$ cat src/rtl/io_port_fifo_bank_if.sv
// Datapath-side and stream-side signals of the per-port FIFO bank.
// The master modport is the environment (datapath plus external streams); slave is the bank.
interface io_port_fifo_bank_if #(
    parameter int WORD_WIDTH = 36,
    parameter int PORT_COUNT = 3
);
    logic [PORT_COUNT-1:0]            io_rden;
    logic [PORT_COUNT*WORD_WIDTH-1:0] io_read_data;
    logic [PORT_COUNT-1:0]            io_read_EF;
    logic [PORT_COUNT-1:0]            io_wren;
    logic [PORT_COUNT*WORD_WIDTH-1:0] io_write_data;
    logic [PORT_COUNT-1:0]            io_write_EF;
    logic [PORT_COUNT-1:0]            ext_in_valid;
    logic [PORT_COUNT-1:0]            ext_in_ready;
    logic [PORT_COUNT*WORD_WIDTH-1:0] ext_in_data;
    logic [PORT_COUNT-1:0]            ext_out_valid;
    logic [PORT_COUNT-1:0]            ext_out_ready;
    logic [PORT_COUNT*WORD_WIDTH-1:0] ext_out_data;
    logic                             err_clear;
    logic [PORT_COUNT-1:0]            err_underflow;
    logic [PORT_COUNT-1:0]            err_overflow;

    modport master (
        output io_rden, io_wren, io_write_data, ext_in_valid, ext_in_data, ext_out_ready, err_clear,
        input  io_read_data, io_read_EF, io_write_EF, ext_in_ready, ext_out_valid, ext_out_data,
        input  err_underflow, err_overflow
    );

    modport slave (
        input  io_rden, io_wren, io_write_data, ext_in_valid, ext_in_data, ext_out_ready, err_clear,
        output io_read_data, io_read_EF, io_write_EF, ext_in_ready, ext_out_valid, ext_out_data,
        output err_underflow, err_overflow
    );
endinterface

$ cat src/rtl/io_port_fifo_bank.sv
// Bank of independent show-ahead FIFOs: per port one read FIFO (external producer -> datapath)
// and one write FIFO (datapath -> external consumer), with sticky underflow/overflow flags.
module io_port_fifo_bank #(
    parameter int WORD_WIDTH        = 36,
    parameter int PORT_COUNT        = 3,
    parameter int FIFO_DEPTH        = 4,
    parameter int FIFO_ADDR_WIDTH   = 2,
    parameter int WRITE_FULL_MARGIN = 0
) (
    input  logic                clock,
    input  logic                reset_n,
    io_port_fifo_bank_if.slave  bus
);

    localparam logic [FIFO_ADDR_WIDTH-1:0] PTR_ONE  = FIFO_ADDR_WIDTH'(1);
    localparam logic [FIFO_ADDR_WIDTH:0]   CNT_ONE  = (FIFO_ADDR_WIDTH+1)'(1);
    localparam logic [FIFO_ADDR_WIDTH:0]   CNT_FULL = (FIFO_ADDR_WIDTH+1)'(FIFO_DEPTH);

    for (genvar p = 0; p < PORT_COUNT; p++) begin : g_port
        logic [WORD_WIDTH-1:0]      rd_mem [FIFO_DEPTH];
        logic [FIFO_ADDR_WIDTH-1:0] rd_rptr, rd_wptr;
        logic [FIFO_ADDR_WIDTH:0]   rd_cnt;
        logic                       rd_push, rd_pop, rd_empty;

        logic [WORD_WIDTH-1:0]      wr_mem [FIFO_DEPTH];
        logic [FIFO_ADDR_WIDTH-1:0] wr_rptr, wr_wptr;
        logic [FIFO_ADDR_WIDTH:0]   wr_cnt, wr_free;
        logic                       wr_push, wr_pop, wr_full;

        logic                       underflow_q, overflow_q;

        // Read FIFO: ready comes from the registered count only, so a pop never frees a slot same-cycle.
        assign rd_empty = (rd_cnt == '0);
        assign rd_push  = bus.ext_in_valid[p] && (rd_cnt != CNT_FULL);
        assign rd_pop   = bus.io_rden[p] && !rd_empty;

        assign bus.ext_in_ready[p]                       = (rd_cnt != CNT_FULL);
        assign bus.io_read_EF[p]                         = !rd_empty;
        assign bus.io_read_data[p*WORD_WIDTH +: WORD_WIDTH] = rd_mem[rd_rptr];

        always_ff @(posedge clock) begin
            if (rd_push) rd_mem[rd_wptr] <= bus.ext_in_data[p*WORD_WIDTH +: WORD_WIDTH];
        end

        always_ff @(posedge clock or negedge reset_n) begin
            if (!reset_n) begin
                rd_rptr <= '0;
                rd_wptr <= '0;
                rd_cnt  <= '0;
            end else begin
                if (rd_push) rd_wptr <= rd_wptr + PTR_ONE;
                if (rd_pop)  rd_rptr <= rd_rptr + PTR_ONE;
                case ({rd_push, rd_pop})
                    2'b10:   rd_cnt <= rd_cnt + CNT_ONE;
                    2'b01:   rd_cnt <= rd_cnt - CNT_ONE;
                    default: rd_cnt <= rd_cnt;
                endcase
            end
        end

        // Write FIFO: EF may rise early by the margin, but pushes are only refused on true full.
        assign wr_full = (wr_cnt == CNT_FULL);
        assign wr_free = CNT_FULL - wr_cnt;
        assign wr_push = bus.io_wren[p] && !wr_full;
        assign wr_pop  = bus.ext_out_ready[p] && (wr_cnt != '0);

        assign bus.io_write_EF[p]                            = (int'(wr_free) <= WRITE_FULL_MARGIN);
        assign bus.ext_out_valid[p]                          = (wr_cnt != '0);
        assign bus.ext_out_data[p*WORD_WIDTH +: WORD_WIDTH]  = wr_mem[wr_rptr];

        always_ff @(posedge clock) begin
            if (wr_push) wr_mem[wr_wptr] <= bus.io_write_data[p*WORD_WIDTH +: WORD_WIDTH];
        end

        always_ff @(posedge clock or negedge reset_n) begin
            if (!reset_n) begin
                wr_rptr <= '0;
                wr_wptr <= '0;
                wr_cnt  <= '0;
            end else begin
                if (wr_push) wr_wptr <= wr_wptr + PTR_ONE;
                if (wr_pop)  wr_rptr <= wr_rptr + PTR_ONE;
                case ({wr_push, wr_pop})
                    2'b10:   wr_cnt <= wr_cnt + CNT_ONE;
                    2'b01:   wr_cnt <= wr_cnt - CNT_ONE;
                    default: wr_cnt <= wr_cnt;
                endcase
            end
        end

        // A new error in the same cycle as err_clear keeps the bit set.
        always_ff @(posedge clock or negedge reset_n) begin
            if (!reset_n) begin
                underflow_q <= 1'b0;
                overflow_q  <= 1'b0;
            end else begin
                if (bus.io_rden[p] && rd_empty) underflow_q <= 1'b1;
                else if (bus.err_clear)         underflow_q <= 1'b0;
                if (bus.io_wren[p] && wr_full)  overflow_q  <= 1'b1;
                else if (bus.err_clear)         overflow_q  <= 1'b0;
            end
        end

        assign bus.err_underflow[p] = underflow_q;
        assign bus.err_overflow[p]  = overflow_q;
    end

endmodule

$ cat src/flat_wrapper.sv
// flat-port wrapper written by rule: the top's interface ports become plain ports
module io_port_fifo_bank_flat 
#(
    parameter int WORD_WIDTH        = 36,
    parameter int PORT_COUNT        = 3,
    parameter int FIFO_DEPTH        = 4,
    parameter int FIFO_ADDR_WIDTH   = 2,
    parameter int WRITE_FULL_MARGIN = 0
)
  (clock, reset_n, bus_io_rden, bus_io_wren, bus_io_write_data, bus_ext_in_valid, bus_ext_in_data, bus_ext_out_ready, bus_err_clear, bus_io_read_data, bus_io_read_EF, bus_io_write_EF, bus_ext_in_ready, bus_ext_out_valid, bus_ext_out_data, bus_err_underflow, bus_err_overflow);
  io_port_fifo_bank_if #(.WORD_WIDTH(WORD_WIDTH), .PORT_COUNT(PORT_COUNT)) bus_i ();
  input  logic clock;
  input  logic reset_n;
  input wire logic [$bits(bus_i.io_rden)-1:0] bus_io_rden;
  input wire logic [$bits(bus_i.io_wren)-1:0] bus_io_wren;
  input wire logic [$bits(bus_i.io_write_data)-1:0] bus_io_write_data;
  input wire logic [$bits(bus_i.ext_in_valid)-1:0] bus_ext_in_valid;
  input wire logic [$bits(bus_i.ext_in_data)-1:0] bus_ext_in_data;
  input wire logic [$bits(bus_i.ext_out_ready)-1:0] bus_ext_out_ready;
  input wire logic [$bits(bus_i.err_clear)-1:0] bus_err_clear;
  output wire logic [$bits(bus_i.io_read_data)-1:0] bus_io_read_data;
  output wire logic [$bits(bus_i.io_read_EF)-1:0] bus_io_read_EF;
  output wire logic [$bits(bus_i.io_write_EF)-1:0] bus_io_write_EF;
  output wire logic [$bits(bus_i.ext_in_ready)-1:0] bus_ext_in_ready;
  output wire logic [$bits(bus_i.ext_out_valid)-1:0] bus_ext_out_valid;
  output wire logic [$bits(bus_i.ext_out_data)-1:0] bus_ext_out_data;
  output wire logic [$bits(bus_i.err_underflow)-1:0] bus_err_underflow;
  output wire logic [$bits(bus_i.err_overflow)-1:0] bus_err_overflow;
  assign bus_i.io_rden = bus_io_rden;
  assign bus_i.io_wren = bus_io_wren;
  assign bus_i.io_write_data = bus_io_write_data;
  assign bus_i.ext_in_valid = bus_ext_in_valid;
  assign bus_i.ext_in_data = bus_ext_in_data;
  assign bus_i.ext_out_ready = bus_ext_out_ready;
  assign bus_i.err_clear = bus_err_clear;
  assign bus_io_read_data = bus_i.io_read_data;
  assign bus_io_read_EF = bus_i.io_read_EF;
  assign bus_io_write_EF = bus_i.io_write_EF;
  assign bus_ext_in_ready = bus_i.ext_in_ready;
  assign bus_ext_out_valid = bus_i.ext_out_valid;
  assign bus_ext_out_data = bus_i.ext_out_data;
  assign bus_err_underflow = bus_i.err_underflow;
  assign bus_err_overflow = bus_i.err_overflow;
  io_port_fifo_bank #(.WORD_WIDTH(WORD_WIDTH), .PORT_COUNT(PORT_COUNT), .FIFO_DEPTH(FIFO_DEPTH), .FIFO_ADDR_WIDTH(FIFO_ADDR_WIDTH), .WRITE_FULL_MARGIN(WRITE_FULL_MARGIN)) u_core (.clock(clock), .reset_n(reset_n), .bus(bus_i));
endmodule
$ cat config.mk
export PLATFORM = sky130hd
export DESIGN_NAME = io_port_fifo_bank_flat
export DESIGN_NICKNAME = d
export VERILOG_FILES = /design/src/rtl/io_port_fifo_bank_if.sv /design/src/rtl/io_port_fifo_bank.sv /design/src/flat_wrapper.sv
export SDC_FILE = /design/constraint.sdc
export NUM_CORES = 1
export LEC_CHECK = 0
export ABC_AREA = 1
export CAP_MARGIN = 40
export CELL_PAD_IN_SITES_DETAIL_PLACEMENT = 0
export CELL_PAD_IN_SITES_GLOBAL_PLACEMENT = 2
export CORE_UTILIZATION = 38
export DETAILED_ROUTE_END_ITERATION = 7
export PLACE_DENSITY_LB_ADDON = 0.1
export SYNTH_ARGS = -nofsm -noshare
export SYNTH_HDL_FRONTEND = slang
export SYNTH_SLANG_ARGS = --single-unit
$ cat constraint.sdc
create_clock -name clock -period 3.65 [get_ports clock]
set_input_delay 0.73 -clock clock [delete_from_list [all_inputs] [get_ports clock]]
set_output_delay 0.73 -clock clock [all_outputs]
set_load 0.05 [all_outputs]
==> insert_results.sql, run 1 <==
INSERT INTO impl_metrics (metric_group, metric, value, unit) VALUES
('power_and_ir_drop', 'vdd_drop_max', '0.589', 'mV'),
('clocking', 'cts_htree_levels', '3', ''),
('sta', 'finClkSkew', '0.0124', 'ns'),
('sta', 'rsz_0062_raised_after_global_routing', 'no', ''),
('floorplan', 'chipWidth', '317', 'um'),
('power_and_ir_drop', 'power.leakage', '18.2', 'nW'),
('finish', 'finalNonFillerCells', '4744', ''),
('power_and_ir_drop', 'power.internal', '0.0254', 'W'),
('routing', 'first_pass_iteration_count_of_the_detailed_router', '6', ''),
('floorplan', 'die_height', '317', 'um'),
('finish', 'area_delta_synth_final', '22.9', '%'),
('routing', 'routed_wire_length_per_instance', '18.2', 'um'),
('floorplan', 'floorplan.rows', '115', ''),
('clocking', 'cts_buffer_depth', '3', ''),
('routing', 'route.antenna.remaining_nets', '0', ''),
('finish', 'stdcell_area', '46200', 'um2'),
('routing', 'route.detailed.vias_per_inst', '4.65', ''),
('placement', 'port_bufs', '464', ''),
('clocking', 'insertion_delay', '0.68', 'ns'),
('clocking', 'clock_root_buffer', 'clkbuf_16', ''),
('placement', 'gp_congestion', '0.747', ''),
('critical_path', 'timing.critical_path.fanout_max', '146', ''),
('synthesis', 'seq_area_frac_synth', '72.1', '%'),
('floorplan', 'floorplan.core_area', '98300', 'um2'),
('hold_path', 'worst_hold_path_type', 'input port to async pin', ''),
('synthesis', 'post_synth_inst_count', '2898', ''),
('power_and_ir_drop', 'pwr-share-clk', '22.5', '%'),
('sta', 'timing.max_slew.rel_slack', '55.9', '%'),
('routing', 'wl', '86.4', 'mm'),
('routing', 'dr.first_iter.drc_count', '1167', ''),
('floorplan', 'fp.dieArea', '100000', 'um2'),
('sta', 'fin_crit_sh', '95.7', '%'),
('floorplan', 'num_io_pins', '465', ''),
('synthesis', 'synth.net_count', '3171', ''),
('synthesis', 'synth.distinct_cells', '23', ''),
('clocking', 'cts_buffers', '99', ''),
('placement', 'postPlaceCellArea', '42900', 'um2'),
('synthesis', 'ys_seq_elements', '912', ''),
('placement', 'dp.cells', '4558', ''),
('grt', 'antenna_found_initial', '22', ''),
('floorplan', 'floorplan.initialDensity', '38.3', '%'),
('grt', 'grt_first_pass_wirelength', '129', 'mm'),
('grt', 'first_global_vias', '21700', ''),
('clocking', 'quantity_of_gates_resized_following_cts', '0', ''),
('grt', 'largest_net_degree_at_the_start_of_global_routing', '147', ''),
('finish', 'layout.nets', '3645', ''),
('critical_path', 'timing.critical_path.required', '2.92', 'ns'),
('critical_path', 'criticalPathCategory', 'flip-flop to primary output', ''),
('power_and_ir_drop', 'switching_share', '42.8', '%'),
('critical_path', 'startpoint_type', 'flip-flop', ''),
('grt', 'grt_overflow_total', '0', ''),
('sta', 'finalSetupViolations', '0', ''),
('power_and_ir_drop', 'combinationalPowerShare', '45.0', '%'),
('synthesis', 'area_of_the_mapped_netlist', '37600', 'um2'),
('sta', 'layout_min_cycle_time', '3.49', 'ns'),
('clocking', 'clkTransAtPathRegs', '0.06', 'ns'),
('routing', 'route.vias.total', '22100', ''),
('run', 'cap_violations', '0', ''),
('clocking', 'post_cts.repair.setup_buffers', '0', ''),
('clocking', 'ctsHoldBuffers', '0', ''),
('clocking', 'numClockSinks', '912', ''),
('critical_path', 'crit_arrival', '2.76', 'ns'),
('sta', 'totalNegativeSetupSlack', '0', 'ns'),
('power_and_ir_drop', 'p_sw', '0.0190', 'W'),
('power_and_ir_drop', 'power-per-cell-area', '960', 'nW/um2'),
('grt', 'groute.usage.overall', '17.1', '%'),
('status', 'outcome', 'finished clean', ''),
('routing', 'post-route-drc-count', '0', ''),
('finish', 'final_layout_size_suffix_gt1_share', '9.65', '%'),
('sta', 'tightestPinTransition', '0.660', 'ns'),
('critical_path', 'endpoint_kind', 'primary output', ''),
('sta', 'max_freq', '0.286', 'GHz'),
('synthesis', 'ys_warn_count', '0', ''),
('sta', 'hold_vio_cnt_final', '0', ''),
('clocking', 'tritoncts', 'done', ''),
('sta', 'final_max_slew_viol_count', '0', ''),
('power_and_ir_drop', 'power.sequential.fraction', '32.5', '%'),
('synthesis', 'syn-mean-instance-area', '13.0', 'um2'),
('placement', 'hpwl', '52.9', 'mm');
==> area by class of cell <==
class / count / area, um2
fill: 8689 / 52000
sequential: 912 / 27100
multi-input combinational: 1305 / 7240
timing repair buffer: 517 / 4950
clock buffer: 129 / 2610
inverter: 537 / 2030
tap: 1287 / 1610
clock inverter: 52 / 647
antenna: 5 / 12.5
==> worst max-delay path: stages (launching register included) <==
cell             delay, ns
dfrtp_1               0.39
clkinv_2              0.06
buf_12                0.42
o211ai_1              0.20
nand2_1               0.10
clkdlybuf4s50_1       0.81
==> layer usage <==
layer	wire (um)	share of wire [%]	GRT usage (%)	vias to the layer above
met4	2160	2.5	5.20	32
met5	195	0.23	0	-
met1	34500	40	19.7	10500
met3	5950	6.9	5.93	160
met2	43600	50	29.8	390
li1	-	-	-	11000
==> Yosys cell counts <==
master / n / area, um2
edfxtp_1: 864 / 25900
nand2_1: 732 / 2750
inv_1: 525 / 1970
o211ai_1: 432 / 3240
buf_6: 72 / 811
dfrtp_1: 48 / 1200
nor2_1: 39 / 146
ha_1: 36 / 450
buf_4: 28 / 210
nand3_1: 24 / 120
buf_2: 23 / 115
clkbuf_8: 18 / 248
inv_2: 12 / 45.0
o21ai_0: 9 / 45.0
fa_1: 6 / 120
nand4_1: 6 / 37.5
xnor2_1: 6 / 52.6
a21oi_1: 3 / 15.0
clkbuf_4: 3 / 22.5
nor3b_1: 3 / 22.5
o21ai_1: 3 / 15.0
o22ai_1: 3 / 18.8
xor2_1: 3 / 26.3
==> power groups by stage <==
| stage | combinational [W] | clock (W) | sequential (W) |
|---|---|---|---|
| after floorplan | 0.0144 | 0 | 0.0146 |
| after global placement | 0.0202 | 0 | 0.0146 |
| after detailed placement | 0.0204 | 0 | 0.0147 |
| after CTS | 0.0204 | 0.0103 | 0.0145 |
| after global routing | 0.0216 | 0.0106 | 0.0146 |
| final | 0.0200 | 0.00997 | 0.0144 |
==> stage by stage <==
step,hold WS (ns),setup slack (ns),total power (W),util [%]
final,0.0661,0.156,0.0444,47.1
after global routing,0.0627,0.000101,0.0469,47.1
after CTS,0.0427,0.0960,0.0452,47.0
after detailed placement,0.464,0.843,0.0350,43.7
after global placement,0.468,0.841,0.0347,43.6
after floorplan,0.434,0.472,0.0289,-
==> cells by family after synthesis <==
logic type	share of synthesized area, %
buf+inv	9.09
xor+xnor	0.209
simple gates	8.17
flops	72.1
compound gates	8.87
fa+ha+maj	1.52
==> flip-flops by register name (all words and copies together), names as in the netlist <==
signal                     flops
u_core.g_port.wr_cnt           9
u_core.g_port.overflow_q       3
u_core.g_port.wr_rptr          6
u_core.g_port.rd_mem         432
u_core.g_port.wr_wptr          6
u_core.g_port.rd_rptr          6
u_core.g_port.rd_wptr          6
u_core.g_port.rd_cnt           9
u_core.g_port.underflow_q      3
u_core.g_port.wr_mem         432
==> path summary, 6_finish.rpt <==
| path | start | endpoint | slack, ns | cells after the start |
|---|---|---|---|---|
| worst max register to register | u_core.g_port[0].wr_cnt[0] | u_core.g_port[0].wr_cnt[2] | 1.29 | 11 |
| worst max-delay path | u_core.g_port[1].wr_rptr[0] | bus_ext_out_data[50] | 0.16 | 5 |
| worst min register to register | u_core.g_port[1].rd_cnt[0] | u_core.g_port[1].rd_cnt[0] | 0.47 | 1 |
| min in group clock | u_core.g_port[1].rd_cnt[0] | u_core.g_port[1].rd_cnt[0] | 0.47 | 1 |
| max in group asynchronous | reset_n | u_core.g_port[1].wr_cnt[0] | 2.76 | 3 |
| worst min-delay path | reset_n | u_core.g_port[2].underflow_q | 0.07 | 1 |
==> cells in the final DEF (no fill, tap or decap), types with 9 or more instances in the layout <==
cell             count
clkinv_1            18
nand3_1             24
nor2_4              24
buf_4              150
bufinv_16           13
inv_1              525
edfxtp_1           864
nor2_1              15
nand2_1            732
dfrtp_1             48
ha_1                36
o21ai_0              9
buf_12              10
dlymetal6s2s_1      16
clkbuf_16           99
clkdlybuf4s50_1    339
clkbuf_1            28
o211ai_1           432
clkinv_2            16
(Power assumes the default switching activity.)
==> run 2: changes to the inputs <==
CORE_MARGIN = 2   (was unset)
==> run 2 against run 1 <==
  * Clock power hardly changed
  * Wire length is 2.1% higher
  * Worst hold slack better by 0.0086 ns
  * Die area is 1.3% higher
==> insert_results.sql, run 2 (synthesis gave the netlist of run 1 again) <==
INSERT INTO impl_metrics (metric_group, metric, value, unit) VALUES
('status', 'outcome', 'finished clean', ''),
('sta', 'totalNegativeSetupSlack', '0', 'ns'),
('sta', 'finalSetupViolations', '0', ''),
('sta', 'max_freq', '0.289', 'GHz'),
('routing', 'first_pass_iteration_count_of_the_detailed_router', '5', ''),
('grt', 'largest_net_degree_at_the_start_of_global_routing', '147', ''),
('floorplan', 'floorplan.initialDensity', '38.3', '%'),
('placement', 'dp.cells', '4562', ''),
('placement', 'postPlaceCellArea', '43100', 'um2'),
('clocking', 'clock_root_buffer', 'clkbuf_16', ''),
('critical_path', 'timing.critical_path.fanout_max', '146', ''),
('routing', 'post-route-drc-count', '0', ''),
('grt', 'antenna_found_initial', '18', ''),
('clocking', 'cts_buffers', '103', ''),
('floorplan', 'die_height', '319', 'um'),
('clocking', 'tritoncts', 'done', ''),
('sta', 'hold_vio_cnt_final', '0', ''),
('routing', 'routed_wire_length_per_instance', '18.5', 'um'),
('power_and_ir_drop', 'power.leakage', '18.1', 'nW'),
('run', 'cap_violations', '0', ''),
('grt', 'groute.usage.overall', '17.2', '%'),
('critical_path', 'critPathBufInv', '3', ''),
('sta', 'rsz_0062_raised_after_global_routing', 'no', ''),
('sta', 'layout_min_cycle_time', '3.46', 'ns'),
('clocking', 'cts_htree_levels', '3', ''),
('critical_path', 'crit_path_top_delay_cell', 'clkdlybuf4s50_1', ''),
('finish', 'area_delta_synth_final', '23.6', '%'),
('sta', 'finClkSkew', '0.0174', 'ns'),
('critical_path', 'startpoint_type', 'flip-flop', ''),
('finish', 'stdcell_area', '46500', 'um2'),
('power_and_ir_drop', 'vdd_drop_max', '0.711', 'mV'),
('critical_path', 'timing.critical_path.required', '2.92', 'ns'),
('routing', 'dr.first_iter.drc_count', '1269', ''),
('floorplan', 'chipWidth', '319', 'um'),
('placement', 'port_bufs', '464', ''),
('placement', 'hpwl', '55.1', 'mm'),
('finish', 'final_layout_size_suffix_gt1_share', '9.55', '%'),
('routing', 'route.detailed.vias_per_inst', '4.72', ''),
('critical_path', 'timing.critical_path.slowest_cell_delay', '0.87', 'ns'),
('hold_path', 'worst_hold_path_type', 'input port to async pin', ''),
('sta', 'timing.max_slew.rel_slack', '54.5', '%'),
('power_and_ir_drop', 'report.power.total', '0.0449', 'W'),
('sta', 'final_max_slew_viol_count', '0', ''),
('grt', 'grt_first_pass_wirelength', '132', 'mm'),
('clocking', 'clkTransAtPathRegs', '0.06', 'ns'),
('power_and_ir_drop', 'power-per-cell-area', '965', 'nW/um2'),
('floorplan', 'num_io_pins', '465', ''),
('routing', 'wl', '88.2', 'mm'),
('critical_path', 'criticalPathCategory', 'flip-flop to primary output', ''),
('routing', 'route.antenna.remaining_nets', '0', ''),
('clocking', 'cts_buffer_depth', '3', ''),
('routing', 'route.vias.total', '22500', ''),
('grt', 'first_global_vias', '21900', ''),
('finish', 'layout.nets', '3653', ''),
('grt', 'grt_overflow_total', '0', ''),
('critical_path', 'crit_path_cell_trace', 'clkinv_2, buf_12, o211ai_1, nand2_1, clkdlybuf4s50_1', ''),
('critical_path', 'critical_path.top_delay_family', 'buffers and inverters', ''),
('floorplan', 'floorplan.core_area', '98300', 'um2'),
('finish', 'most-common-layout-cells', 'edfxtp_1 (864), nand2_1 (732), inv_1 (525)', ''),
('placement', 'gp_congestion', '0.736', ''),
('finish', 'layout_commonest_cell', 'edfxtp_1', ''),
('finish', 'finalNonFillerCells', '4758', ''),
('floorplan', 'fp.dieArea', '102000', 'um2'),
('critical_path', 'endpoint_kind', 'primary output', ''),
('sta', 'tightestPinTransition', '0.681', 'ns'),
('floorplan', 'floorplan.rows', '115', ''),
('clocking', 'insertion_delay', '0.67', 'ns'),
('clocking', 'numClockSinks', '912', ''),
('sta', 'fin_crit_sh', '94.9', '%'),
('finish', 'top_regs', 'u_core.g_port.rd_mem (432), u_core.g_port.wr_mem (432)', ''),
('critical_path', 'crit_arrival', '2.73', 'ns');
-- run 2: cell types whose count changed in the layout (fill, tap and decap cells not counted), sizes merged --
cell and delta:
clkdlybuf4s50 +27, dlymetal6s2s -16, buf -12, clkinv +5, dlygate4sd2 +5, clkbuf +3, clkinvlp +2
-- run 2: power breakdown --
group | switching [W] | internal [W]
clock network | 0.00400 | 0.00623
logic | 0.0145 | 0.00577
registers | 0.000590 | 0.0138
-- run 2: metrics by stage --
stage          hold slack (ns)  util [%]  setup slack (ns)
2_1_floorplan            0.434         -             0.472
4_1_cts                 0.0508      47.3             0.110
3_5_place_dp             0.472      43.9             0.664
5_1_grt                 0.0927      47.3           0.00269
6_report                0.0747      47.3             0.186
3_3_place_gp             0.463      43.9             0.672
-- run 2: repair_timing --
action,4_1_cts,5_1_grt
hold buffers,0,0
setup buffers,0,0
setup endpoints to repair,28,0
resized for setup,6,0
-- run 2: final cells by class --
cell class / count / area (um2)
diodes: 5 / 12.5
clock inverters: 59 / 618
inverters: 537 / 2030
multi-input cells: 1305 / 7240
well taps: 1287 / 1610
flip-flops and latches: 912 / 27100
fillers: 8697 / 51800
clock buffers: 132 / 2760
repair buffers: 521 / 5110
-- run 2: worst paths after layout --
kind / startpoint / endpoint / slack [ns] / depth (start not counted)
worst max-delay path: u_core.g_port[1].wr_rptr[0] / bus_ext_out_data[44] / 0.19 / 5
worst min-delay path: reset_n / u_core.g_port[2].rd_rptr[0] / 0.07 / 1
worst max register to register: u_core.g_port[0].wr_cnt[1] / u_core.g_port[0].wr_cnt[2] / 1.25 / 11
worst min register to register: u_core.g_port[1].rd_cnt[0] / u_core.g_port[1].rd_cnt[0] / 0.48 / 1
max in group asynchronous: reset_n / u_core.g_port[0].rd_rptr[1] / 2.70 / 2
min in group clock: u_core.g_port[1].rd_cnt[0] / u_core.g_port[1].rd_cnt[0] / 0.48 / 1
-- run 2: metal layers --
| metal | global-route usage (%) | vias up | wire [um] |
|---|---|---|---|
| li1 | - | 11000 | - |
| met2 | 29.5 | 431 | 44300 |
| met3 | 5.06 | 130 | 5630 |
| met4 | 5.35 | 26 | 1650 |
| met1 | 20.7 | 10900 | 36500 |
| met5 | 0 | - | 163 |
